`src/rtl/lsu_pkg.sv`:
```
// Shared opcode constants and state encoding for the load/store unit and the
// data memory it drives.
package lsu_pkg;

  localparam logic [3:0] OP_NOP   = 4'd0;
  localparam logic [3:0] OP_LOAD  = 4'd13;
  localparam logic [3:0] OP_STORE = 4'd14;
  localparam logic [3:0] OP_LADDR = 4'd15;

  typedef enum logic [1:0] {
    IDLE    = 2'd0,
    ACCESS  = 2'd1,
    CAPTURE = 2'd2
  } lsu_state_t;

  function automatic logic is_mem_op(input logic [3:0] op);
    return (op == OP_LOAD) || (op == OP_STORE) || (op == OP_LADDR);
  endfunction

endpackage

```
`src/rtl/load_store_unit.sv`:
```
// Sequences one decoded memory instruction at a time into the 8-bit data
// memory and returns load results as a single-cycle writeback pulse.
module load_store_unit
  import lsu_pkg::*;
#(
  parameter int REG_ADDR_W = 2
) (
  input  logic                  clk,
  input  logic                  rst,
  input  logic                  in_valid,
  output logic                  in_ready,
  input  logic [3:0]            in_op,
  input  logic [7:0]            in_base,
  input  logic [7:0]            in_offset,
  input  logic [REG_ADDR_W-1:0] in_rd,
  input  logic [7:0]            in_store_data,
  output logic [3:0]            mem_op,
  output logic [7:0]            mem_addr,
  output logic [7:0]            mem_ra,
  input  logic [7:0]            mem_read_data,
  output logic                  wb_valid,
  output logic [REG_ADDR_W-1:0] wb_rd,
  output logic [7:0]            wb_data,
  output logic                  illegal_op,
  output logic [1:0]            dbg_state
);

  // Handshake: an instruction transfers on a rising edge where in_valid and
  // in_ready are both high; in_ready depends only on state, never on in_valid.

  lsu_state_t            state, state_next;
  logic [REG_ADDR_W-1:0] rd_q;
  logic [7:0]            eff_addr;
  logic                  accept;

  assign eff_addr = in_base + in_offset;
  assign accept   = in_valid && in_ready;

  always_ff @(posedge clk or posedge rst) begin
    if (rst) state <= IDLE;
    else     state <= state_next;
  end

  always_comb begin
    state_next = state;
    case (state)
      IDLE:    if (accept && is_mem_op(in_op)) state_next = ACCESS;
      // mem_op still holds the issued opcode throughout ACCESS.
      ACCESS:  state_next = (mem_op == OP_STORE) ? IDLE : CAPTURE;
      CAPTURE: state_next = IDLE;
      default: state_next = IDLE;
    endcase
  end

  always_comb begin
    in_ready  = (state == IDLE);
    dbg_state = state;
  end

  // mem_op defaults to NOP every edge so the memory never sees a held opcode.
  always_ff @(posedge clk or posedge rst) begin
    if (rst) begin
      mem_op     <= OP_NOP;
      mem_addr   <= 8'd0;
      mem_ra     <= 8'd0;
      rd_q       <= '0;
      wb_valid   <= 1'b0;
      wb_rd      <= '0;
      wb_data    <= 8'd0;
      illegal_op <= 1'b0;
    end else begin
      mem_op     <= OP_NOP;
      wb_valid   <= 1'b0;
      illegal_op <= 1'b0;
      if (state == IDLE && accept) begin
        if (is_mem_op(in_op)) begin
          mem_op   <= in_op;
          mem_addr <= eff_addr;
          mem_ra   <= in_store_data;
          rd_q     <= in_rd;
        end else begin
          illegal_op <= 1'b1;
        end
      end
      if (state == CAPTURE) begin
        wb_data  <= mem_read_data;
        wb_rd    <= rd_q;
        wb_valid <= 1'b1;
      end
    end
  end

endmodule

```
`config.mk`:
```
export PLATFORM = sky130hd
export DESIGN_NAME = load_store_unit
export DESIGN_NICKNAME = d
export VERILOG_FILES = /design/src/rtl/lsu_pkg.sv /design/src/rtl/load_store_unit.sv
export SDC_FILE = /design/constraint.sdc
export NUM_CORES = 1
export LEC_CHECK = 0
export BUFFER_PORTS_ARGS = -buffer_cell sky130_fd_sc_hd__buf_2
export CAP_MARGIN = 20
export CORE_UTILIZATION = 49
export CTS_CLUSTER_SIZE = 20
export DETAILED_ROUTE_END_ITERATION = 8
export GPL_TIMING_DRIVEN = 0
export PLACE_DENSITY = 0.86
export SLEW_MARGIN = 20
export SYNTH_ARGS = -nofsm -noshare
export SYNTH_HDL_FRONTEND = slang
export SYNTH_SLANG_ARGS = --single-unit
export TNS_END_PERCENT = 100
```
`constraint.sdc`:
```
create_clock -name clk -period 4.1 [get_ports clk]
set_input_delay 0 -clock clk [delete_from_list [all_inputs] [get_ports clk]]
set_output_delay 0 -clock clk [all_outputs]
set_load 0.1 [all_outputs]
```
# [After elaboration in Yosys (flattened, before gate mapping)]
# Index checks and enable logic that the tools add are counted.
# W data, S select, Z words.
[op_classes] addsub=1 eq_ne=7 n_mux=8 n_reduce_logical=7
[ops] cell="$eq A4 B4 Y1 const B" n=4
[ops] cell="$add A8 B8 Y8" n=1
[ops] cell="$mux W4" n=2
[ops] cell="$mux W2" n=2
[ops] cell="$pmux W2 S2" n=1
[ops] cell="$logic_and A1 B1 Y1" n=3
[ops] cell="$mux W1" n=3
[ops] cell="$eq A2 B1 Y1 const B" n=1
[ops] cell="$eq A2 B2 Y1 const B" n=1
[ops] cell="$logic_not A2 Y1" n=1
[ops] cell="$logic_or A1 B1 Y1" n=2
[ops] cell="$ne A2 B1 Y1 const B" n=1
[ops] cell="$reduce_and A2 Y1" n=1
[totals] reg_bits=36 word_cells=32

# [Longest topological paths before layout]
# Gate-level depths: netlist (run 1).
[logic_depth] word_depth=6 depth_mapped=7 depth_no_buf=7

# [Worst setup path after synthesis (run 1)]
# Ideal clock, no wire load.
[synth_timing] kind="reg2reg" from="register state[1] (netlist: dbg_state[1])" to="register mem_addr[5]" setup_ns=0.071 t_arrival_ns=2.159 required_time_ns=4.030 path_slack_ns=1.870 stages_incl_launch_ff=6 period_less_slack_ns=2.230 path_cell_list="dfrtp_1 -> or3b_1 -> or2_0 -> buf_2 -> or4_1 -> nand3_1"
[synth_between] elab_chain_len=4
[synth_lines] item="start, declared" line="load_store_unit.sv:31" source="lsu_state_t state, state_next;"
[synth_lines] item="start signal, assigned" line="load_store_unit.sv:41" source="else state <= state_next;"
[synth_lines] item="$logic_not A2 Y1 *" line="load_store_unit.sv:56, load_store_unit.sv:75"
[synth_lines] item="$logic_and A1 B1 Y1" line="load_store_unit.sv:37" source="assign accept = in_valid && in_ready;"
[synth_lines] item="$logic_and A1 B1 Y1 *" line="load_store_unit.sv:75" source="if (state == IDLE && accept) begin"
[synth_lines] item="$reduce_and A2 Y1 (no line) *"
[synth_lines] item="end signal, assigned" line="load_store_unit.sv:78" source="mem_addr <= eff_addr;"
[synth_lines] item="end, declared" line="load_store_unit.sv:18" source="output logic [7:0] mem_addr,"
# Mark *: on every way between the ends. The rest lies on a longest branch, timed or not.
# A chain may end at the register's enable or synchronous reset.

# [Final worst setup path (run 1)]
[layout_timing] from="register state[1] (netlist: dbg_state[1])" to="register rd_q[0]"
[layout_between] elab_chain_len=4
[layout_lines] item="$logic_not A2 Y1 *" line="load_store_unit.sv:56, load_store_unit.sv:75"
[layout_lines] item="$logic_and A1 B1 Y1" line="load_store_unit.sv:37"
[layout_lines] item="$logic_and A1 B1 Y1 *" line="load_store_unit.sv:75"
[layout_lines] item="$reduce_and A2 Y1 (no line) *"
[layout_lines] item="end signal, assigned" line="load_store_unit.sv:80" source="rd_q <= in_rd;"
[layout_lines] item="end, declared" line="load_store_unit.sv:32" source="logic [REG_ADDR_W-1:0] rd_q;"
# Marked as above.

==> results of run 1 <==
[worst min-delay path, stage by stage]
cell and delay [ns]:
buf_2 0.10, o211ai_1 0.11, and2b_1 0.13
[metal layers]
| metal | share of wire | up-vias |
|---|---|---|
| li1 | - | 723 |
| met1 | 0.38 | 702 |
| met2 | 0.55 | 52 |
| met3 | 0.052 | 6 |
| met4 | 0.018 | 0 |
| met5 | 0 | - |
[power groups by stage]
stage	Combinational [W]	Clock (W)	Sequential (W)
after floorplan	0.000103	0	0.000921
after global placement	0.000673	0	0.000456
after detailed placement	0.000680	0	0.000458
after CTS	0.000698	0.000196	0.000452
after global routing	0.000727	0.000214	0.000461
final	0.000701	0.000193	0.000453
[cell type report]
cell class	count	area [um2]
Timing Repair Buffer	98	606
Fill cell	225	752
Clock buffer	7	55.1
Tap cell	44	55.1
Inverter	7	26.3
Clock inverter	1	7.51
Sequential cell	36	901
Multi-Input combinational cell	105	679
Buffer	5	21.3
[worst paths after layout]
| path | from | end | slack [ns] | cells after the start |
|---|---|---|---|---|
| setup / recovery | dbg_state[1] | rd_q[0] | 2.15 | 7 |
| hold / removal | in_op[2] | illegal_op | 0.06 | 3 |
| setup reg to reg | dbg_state[1] | rd_q[0] | 2.15 | 7 |
| hold reg to reg | rd_q[1] | rd_q[1] | 0.49 | 2 |
| max in group asynchronous | rst | illegal_op | 3.31 | 3 |
| min in group asynchronous | rst | mem_op[0] | 0.33 | 3 |
[stage by stage]
step | utilization | std cells | instance area, um2 | hold slack (ns) | total power, W
after floorplan | - | 153 | 1630 | 0.105 | 0.00102
after global placement | 0.663 | 272 | 2060 | 0.188 | 0.00113
after detailed placement | 0.663 | 272 | 2060 | 0.158 | 0.00114
after CTS | 0.758 | 303 | 2350 | 0.0545 | 0.00135
after global routing | 0.758 | 303 | 2350 | 0.0979 | 0.00140
final | 0.758 | 303 | 2350 | 0.0595 | 0.00135
[cell usage in the layout (no fill, tap or decap), types with 2 or more instances in the layout]
cell type      count
buf_2             77
nand2_1           42
dfrtp_1           36
dlygate4sd3_1     23
mux2_2            10
ha_1               7
inv_1              6
nor2_1             5
clkbuf_4           5
o21ai_0            4
o211ai_1           3
clkbuf_1           3
xor2_1             3
nand3_1            3
nor3b_1            2
a21o_1             2
a21oi_1            2
nor2b_1            2
o21a_1             2
and2_1             2
[sequential cells by signal (all words and copies together) (netlist names)]
register	count
wb_valid	1
mem_ra	8
wb_data	8
mem_op	4
rd_q	2
dbg_state	2
mem_addr	8
wb_rd	2
illegal_op	1
[logic make-up (layout without fill, tap and decap cells)]
family                     count (synthesis)  in the layout  share of synthesized area
DFF                                       36             36                      0.553
muxes                                     10             10                     0.0692
adders and majority gates                  8              8                     0.0661
AOI/OAI and AO/OA                         20             20                     0.0876
and+or+nand+nor                           64             64                      0.178
xor gates and xnor gates                   3              3                     0.0161
buffers and inverters                     12            118                     0.0292
[timing repair]
action / CTS / global route
hold buffers: 23 / 0
hold endpoints to repair: 57 / 0
setup endpoints to repair: 0 / 0
buffers inserted: 0 / 0
==> results.py, run 1 <==
metrics = {
    "status": {
        "status": "finished clean",
    },
    "grt": {
        "grt_pass1_vias": 1457,
        "met1_usage": 0.271,
        "grt_start_max_net_pins": 37,
        "grt_busiest_layer": "met2",
        "grt_overflow_total": 0,
        "use_met3": 0.0502,
        "use_met2": 0.446,
        "antenna_found_initial": 0,
        "grt_pass1_wl_um": 6280,
        "track_usage": 0.245,
    },
    "place": {
        "routabilityCongestion": 0.810,
        "dp.final_hpwl_um": 2600,
        "place_ws_ns": 2.21,
        "port_buffers": 75,
    },
    "critical_path": {
        "cp_slowest_stage_delay_ns": 0.44,
        "crit_chain": "or3b_1 > or2_0 > buf_2 > inv_1 > buf_2 > nand2_1 > nand2_1",
        "cpLargestDelayFamily": "simple AND/OR/NAND/NOR gates",
        "cp-end-kind": "register",
        "crit_buf_inv": 3,
        "cp.arrival_ns": 2.22,
        "criticalPathCategory": "reg2reg",
        "required_ns": 4.36,
        "startpoint_type": "register",
        "path_max_fanout": 10,
        "slowest_stage": "dfrtp_1",
    },
    "pwr": {
        "p_seq_frac": 0.336,
        "power_frac_clock": 0.143,
        "internal_power_w": 0.000631,
        "comb_power_share": 0.520,
        "switching_share": 0.532,
        "p_per_area_mw_per_mm2": 573,
        "ir_drop_uv": 324,
        "switching_power_w": 0.000716,
        "power.leakage_nw": 1.29,
    },
    "synthesis": {
        "synth_seq_cells": 36,
        "syn-num-nets": 202,
        "synth_flop_cell": "dfrtp_1",
        "synth-edff-count": 0,
        "yosys_warnings": 0,
        "syn_area_mm2": 0.00163,
        "synth_top_area_frac": 0.553,
        "avgSynthCellArea_um2": 10.6,
        "netlist_top_cells_area": "dfrtp_1 55%, nand2_1 9.7%, mux2_2 6.9%, ha_1 5.4%, inv_1 1.6%",
        "yosys-top-cells-count": "42 x nand2_1, 36 x dfrtp_1, 10 x mux2_2",
        "yosysMostFrequentCell": "nand2_1",
        "ys_types": 35,
        "async_flop_share": 1.00,
        "yosysTopAreaCell": "dfrtp_1",
        "synthCells": 153,
        "ys_seq_area_frac": 0.553,
    },
    "drt": {
        "drt_pass1_iterations": 5,
        "routed_wl_um": 3950,
        "drc": 0,
        "ant_nets": 0,
        "avgRoutedWirePerCell_um": 13.0,
        "drt_iter0_markers": 20,
        "viasPerCell": 4.89,
        "vias": 1483,
    },
    "finish": {
        "diodes": 0,
        "drive_above_1_share": 0.371,
        "fin_nets": 307,
        "area_growth_pct": 44.4,
    },
    "sta": {
        "setup_viol": 0,
        "finalHoldViolations": 0,
        "clock_skew_ns": 0.0144,
        "slew_viol_final": 0,
        "setup_tns_ns": 0,
        "fin_ws_ns": 2.15,
        "period_minus_slack_ns": 1.95,
        "slew_headroom": 0.522,
        "min_period_over_period": 0.476,
        "worst_pin_slew_ns": 0.716,
        "rsz0062_at_grt": "false",
        "max_freq_mhz": 512,
    },
    "clocking": {
        "clk_latency_ns": 0.32,
        "clkTransAtPathRegs_ns": 0.10,
        "cts.path.max_buffers": 2,
        "cts_buffers": 5,
        "numClockSinks": 36,
        "cts_max_level": 2,
        "cts_tree": "yes",
        "cts_resized": 0,
        "clock_tree.root_cell": "clkbuf_4",
    },
    "floorplan": {
        "die_y_um": 59.6,
        "core_mm2": 0.00310,
        "dieArea_mm2": 0.00356,
        "fp-row-count": 20,
        "initial_core_util": 0.525,
        "boundaryPins": 76,
        "die_w_um": 59.6,
    },
    "min_path": {
        "hold_path_class": "in2reg",
    },
    "run": {
        "drv_cap": 0,
    },
}
No activity file was read; power rests on OpenSTA's default activity.
==> run 2, diff against run 1 <==
--- a/config.mk
+++ b/config.mk
@@ -7,11 +7,11 @@
 export LEC_CHECK = 0
 export BUFFER_PORTS_ARGS = -buffer_cell sky130_fd_sc_hd__buf_2
 export CAP_MARGIN = 20
-export CORE_UTILIZATION = 49
+export CORE_UTILIZATION = 46
 export CTS_CLUSTER_SIZE = 20
 export DETAILED_ROUTE_END_ITERATION = 8
 export GPL_TIMING_DRIVEN = 0
-export PLACE_DENSITY = 0.86
+export PLACE_DENSITY = 0.81
 export SLEW_MARGIN = 20
 export SYNTH_ARGS = -nofsm -noshare
 export SYNTH_HDL_FRONTEND = slang
==> constraint.sdc (replaced) <==
create_clock -name clk -period 2 [get_ports clk]
set_input_delay 0 -clock clk [delete_from_list [all_inputs] [get_ports clk]]
set_output_delay 0 -clock clk [all_outputs]
set_load 0.1 [all_outputs]
==> run 2 against run 1 <==
  * Utilization down 5.2 points
  * Sequential power increased by 100%
  * Final cell count is 0.66% higher
  * Die area is 6.3% higher
  * Highest routed layer unchanged
==> results.py, run 2 (synthesized netlist as in run 1, its figures left out) <==
metrics = {
    "critical_path": {
        "startpoint_type": "register",
        "cp.depth": 5,
        "slowest_stage": "dfrtp_4",
        "crit_chain": "or3b_4 > or2_0 > buf_2 > or4_1 > nand3_1",
        "cpLargestDelayFamily": "simple AND/OR/NAND/NOR gates",
        "path_max_fanout": 9,
        "cp-end-kind": "register",
        "crit_buf_inv": 1,
        "cp_slowest_stage_delay_ns": 0.51,
        "reg2regPathDepth": 5,
        "required_ns": 2.28,
        "criticalPathCategory": "reg2reg",
        "cp.arrival_ns": 2.15,
    },
    "floorplan": {
        "die_w_um": 61.5,
        "core_mm2": 0.00336,
        "die_y_um": 61.5,
        "initial_core_util": 0.484,
        "fp-row-count": 21,
        "boundaryPins": 76,
        "dieArea_mm2": 0.00378,
    },
    "pwr": {
        "power.leakage_nw": 1.29,
        "power_frac_clock": 0.144,
        "p_per_area_mw_per_mm2": 1160,
        "switching_power_w": 0.00147,
        "switching_share": 0.532,
        "comb_power_share": 0.520,
        "p_seq_frac": 0.336,
        "internal_power_w": 0.00129,
        "ir_drop_uv": 468,
        "p_total_w": 0.00276,
    },
    "clocking": {
        "cts_tree": "yes",
        "clk_latency_ns": 0.33,
        "cts.path.max_buffers": 2,
        "cts_buffers": 5,
        "clock_tree.root_cell": "clkbuf_4",
        "clkTransAtPathRegs_ns": 0.11,
        "numClockSinks": 36,
        "cts_max_level": 2,
    },
    "finish": {
        "largest_registers": "mem_addr x8, mem_ra x8, wb_data x8",
        "nFillCells": 278,
        "most-common-layout-cells": "76 x buf_2, 42 x nand2_1, 34 x dfrtp_1",
        "drive_above_1_share": 0.398,
        "final_common_cell": "buf_2",
        "area_growth_pct": 45.9,
        "multi_input_area_um2": 682,
        "diodes": 0,
        "final_core_util": 0.706,
        "postLayoutCellArea_mm2": 0.00237,
        "seqCellArea_um2": 908,
        "fin_nets": 307,
    },
    "min_path": {
        "hold_depth": 3,
        "hold_path_class": "in2reg",
    },
    "sta": {
        "slew_viol_final": 0,
        "setup_viol": 0,
        "slew_headroom": 0.521,
        "max_freq_mhz": 535,
        "rsz0062_at_grt": "false",
        "period_minus_slack_ns": 1.87,
        "clock_skew_ns": 0.00532,
        "fin_ws_ns": 0.130,
        "finalHoldViolations": 0,
        "worst_pin_slew_ns": 0.718,
        "min_period_over_period": 0.935,
    },
    "drt": {
        "avgRoutedWirePerCell_um": 12.6,
        "viasPerCell": 4.82,
        "vias": 1470,
        "drc": 0,
        "routed_wl_um": 3860,
        "drt_pass1_iterations": 4,
        "drt_iter0_markers": 40,
        "ant_nets": 0,
    },
    "place": {
        "dp.final_hpwl_um": 2540,
        "port_buffers": 75,
        "place_area_mm2": 0.00207,
        "place_ws_ns": -0.0115,
        "routabilityCongestion": 0.759,
    },
    "grt": {
        "track_usage": 0.222,
        "grt_overflow_total": 0,
        "antenna_found_initial": 0,
        "grt_pass1_vias": 1369,
        "grt_pass1_wl_um": 5910,
        "grt_start_max_net_pins": 37,
    },
    "run": {
        "drv_cap": 0,
    },
    "status": {
        "status": "finished clean",
    },
}
==> run 2: changes by cell type in the layout (fill, tap and decap cells not counted), sizes merged <==
| cell | change |
|---|---|
| clkinv | +2 |
| inv | -1 |
| clkbuf | -1 |
==> run 2: metrics by stage <==
stage / setup TNS, ns / hold slack, ns / cells
finish: 0 / 0.0430 / 305
detailed placement: -0.0371 / 0.161 / 274
floorplan: 0 / 0.105 / 153
global placement: 0 / 0.189 / 274
global route: 0 / 0.0374 / 305
CTS: 0 / 0.0222 / 305
==> run 2: final cells by class <==
type                            instances  share of cell area
Buffer                                  5              0.0126
Clock inverter                          2             0.00421
Multi-Input combinational cell        105               0.287
Sequential cell                        36               0.383
Timing Repair Buffer                   98               0.255
Clock buffer                            6              0.0216
Inverter                                7              0.0126
Tap cell                               46              0.0242
==> run 2: repair_timing <==
action / 4_1_cts / 5_1_grt
buffers inserted: 0 / 0
endpoints found under the setup margin: 9 / 16
hold buffers: 23 / 0
endpoints found under the hold margin: 57 / 0
gates cloned: 0 / 0
resized for setup: 1 / 7
==> run 2: worst min-delay path, cell delays in order <==
cell and delay, ns:
buf_2 0.10, o211ai_1 0.11, and2b_1 0.14
==> run 2: per-layer routing <==
metal	part of all wire	up-vias	wire length, um	global-route usage
met1	0.39	681	1490	0.222
met3	0.068	6	261	0.0882
met2	0.53	52	2050	0.418
met4	0.014	0	53	0.0698
met5	0	-	0	0
li1	-	731	-	-
==> run 2: final timing paths <==
check                              from      endpoint  slack (ns)
max                        dbg_state[0]   mem_addr[5]        0.13
min                            in_op[2]    illegal_op        0.04
max reg2reg                dbg_state[0]   mem_addr[5]        0.13
min reg2reg                     rd_q[0]       rd_q[0]        0.48
max in group asynchronous           rst  dbg_state[1]        1.15
min in group asynchronous           rst     mem_op[0]        0.32
==> run 2: power groups by stage <==
stage / sequential, W / combinational [W] / clock [W]
floorplan: 0.00189 / 0.000212 / 0
global placement: 0.000934 / 0.00138 / 0
detailed placement: 0.000942 / 0.00139 / 0
CTS: 0.000926 / 0.00143 / 0.000413
global route: 0.000949 / 0.00150 / 0.000442
finish: 0.000927 / 0.00143 / 0.000399
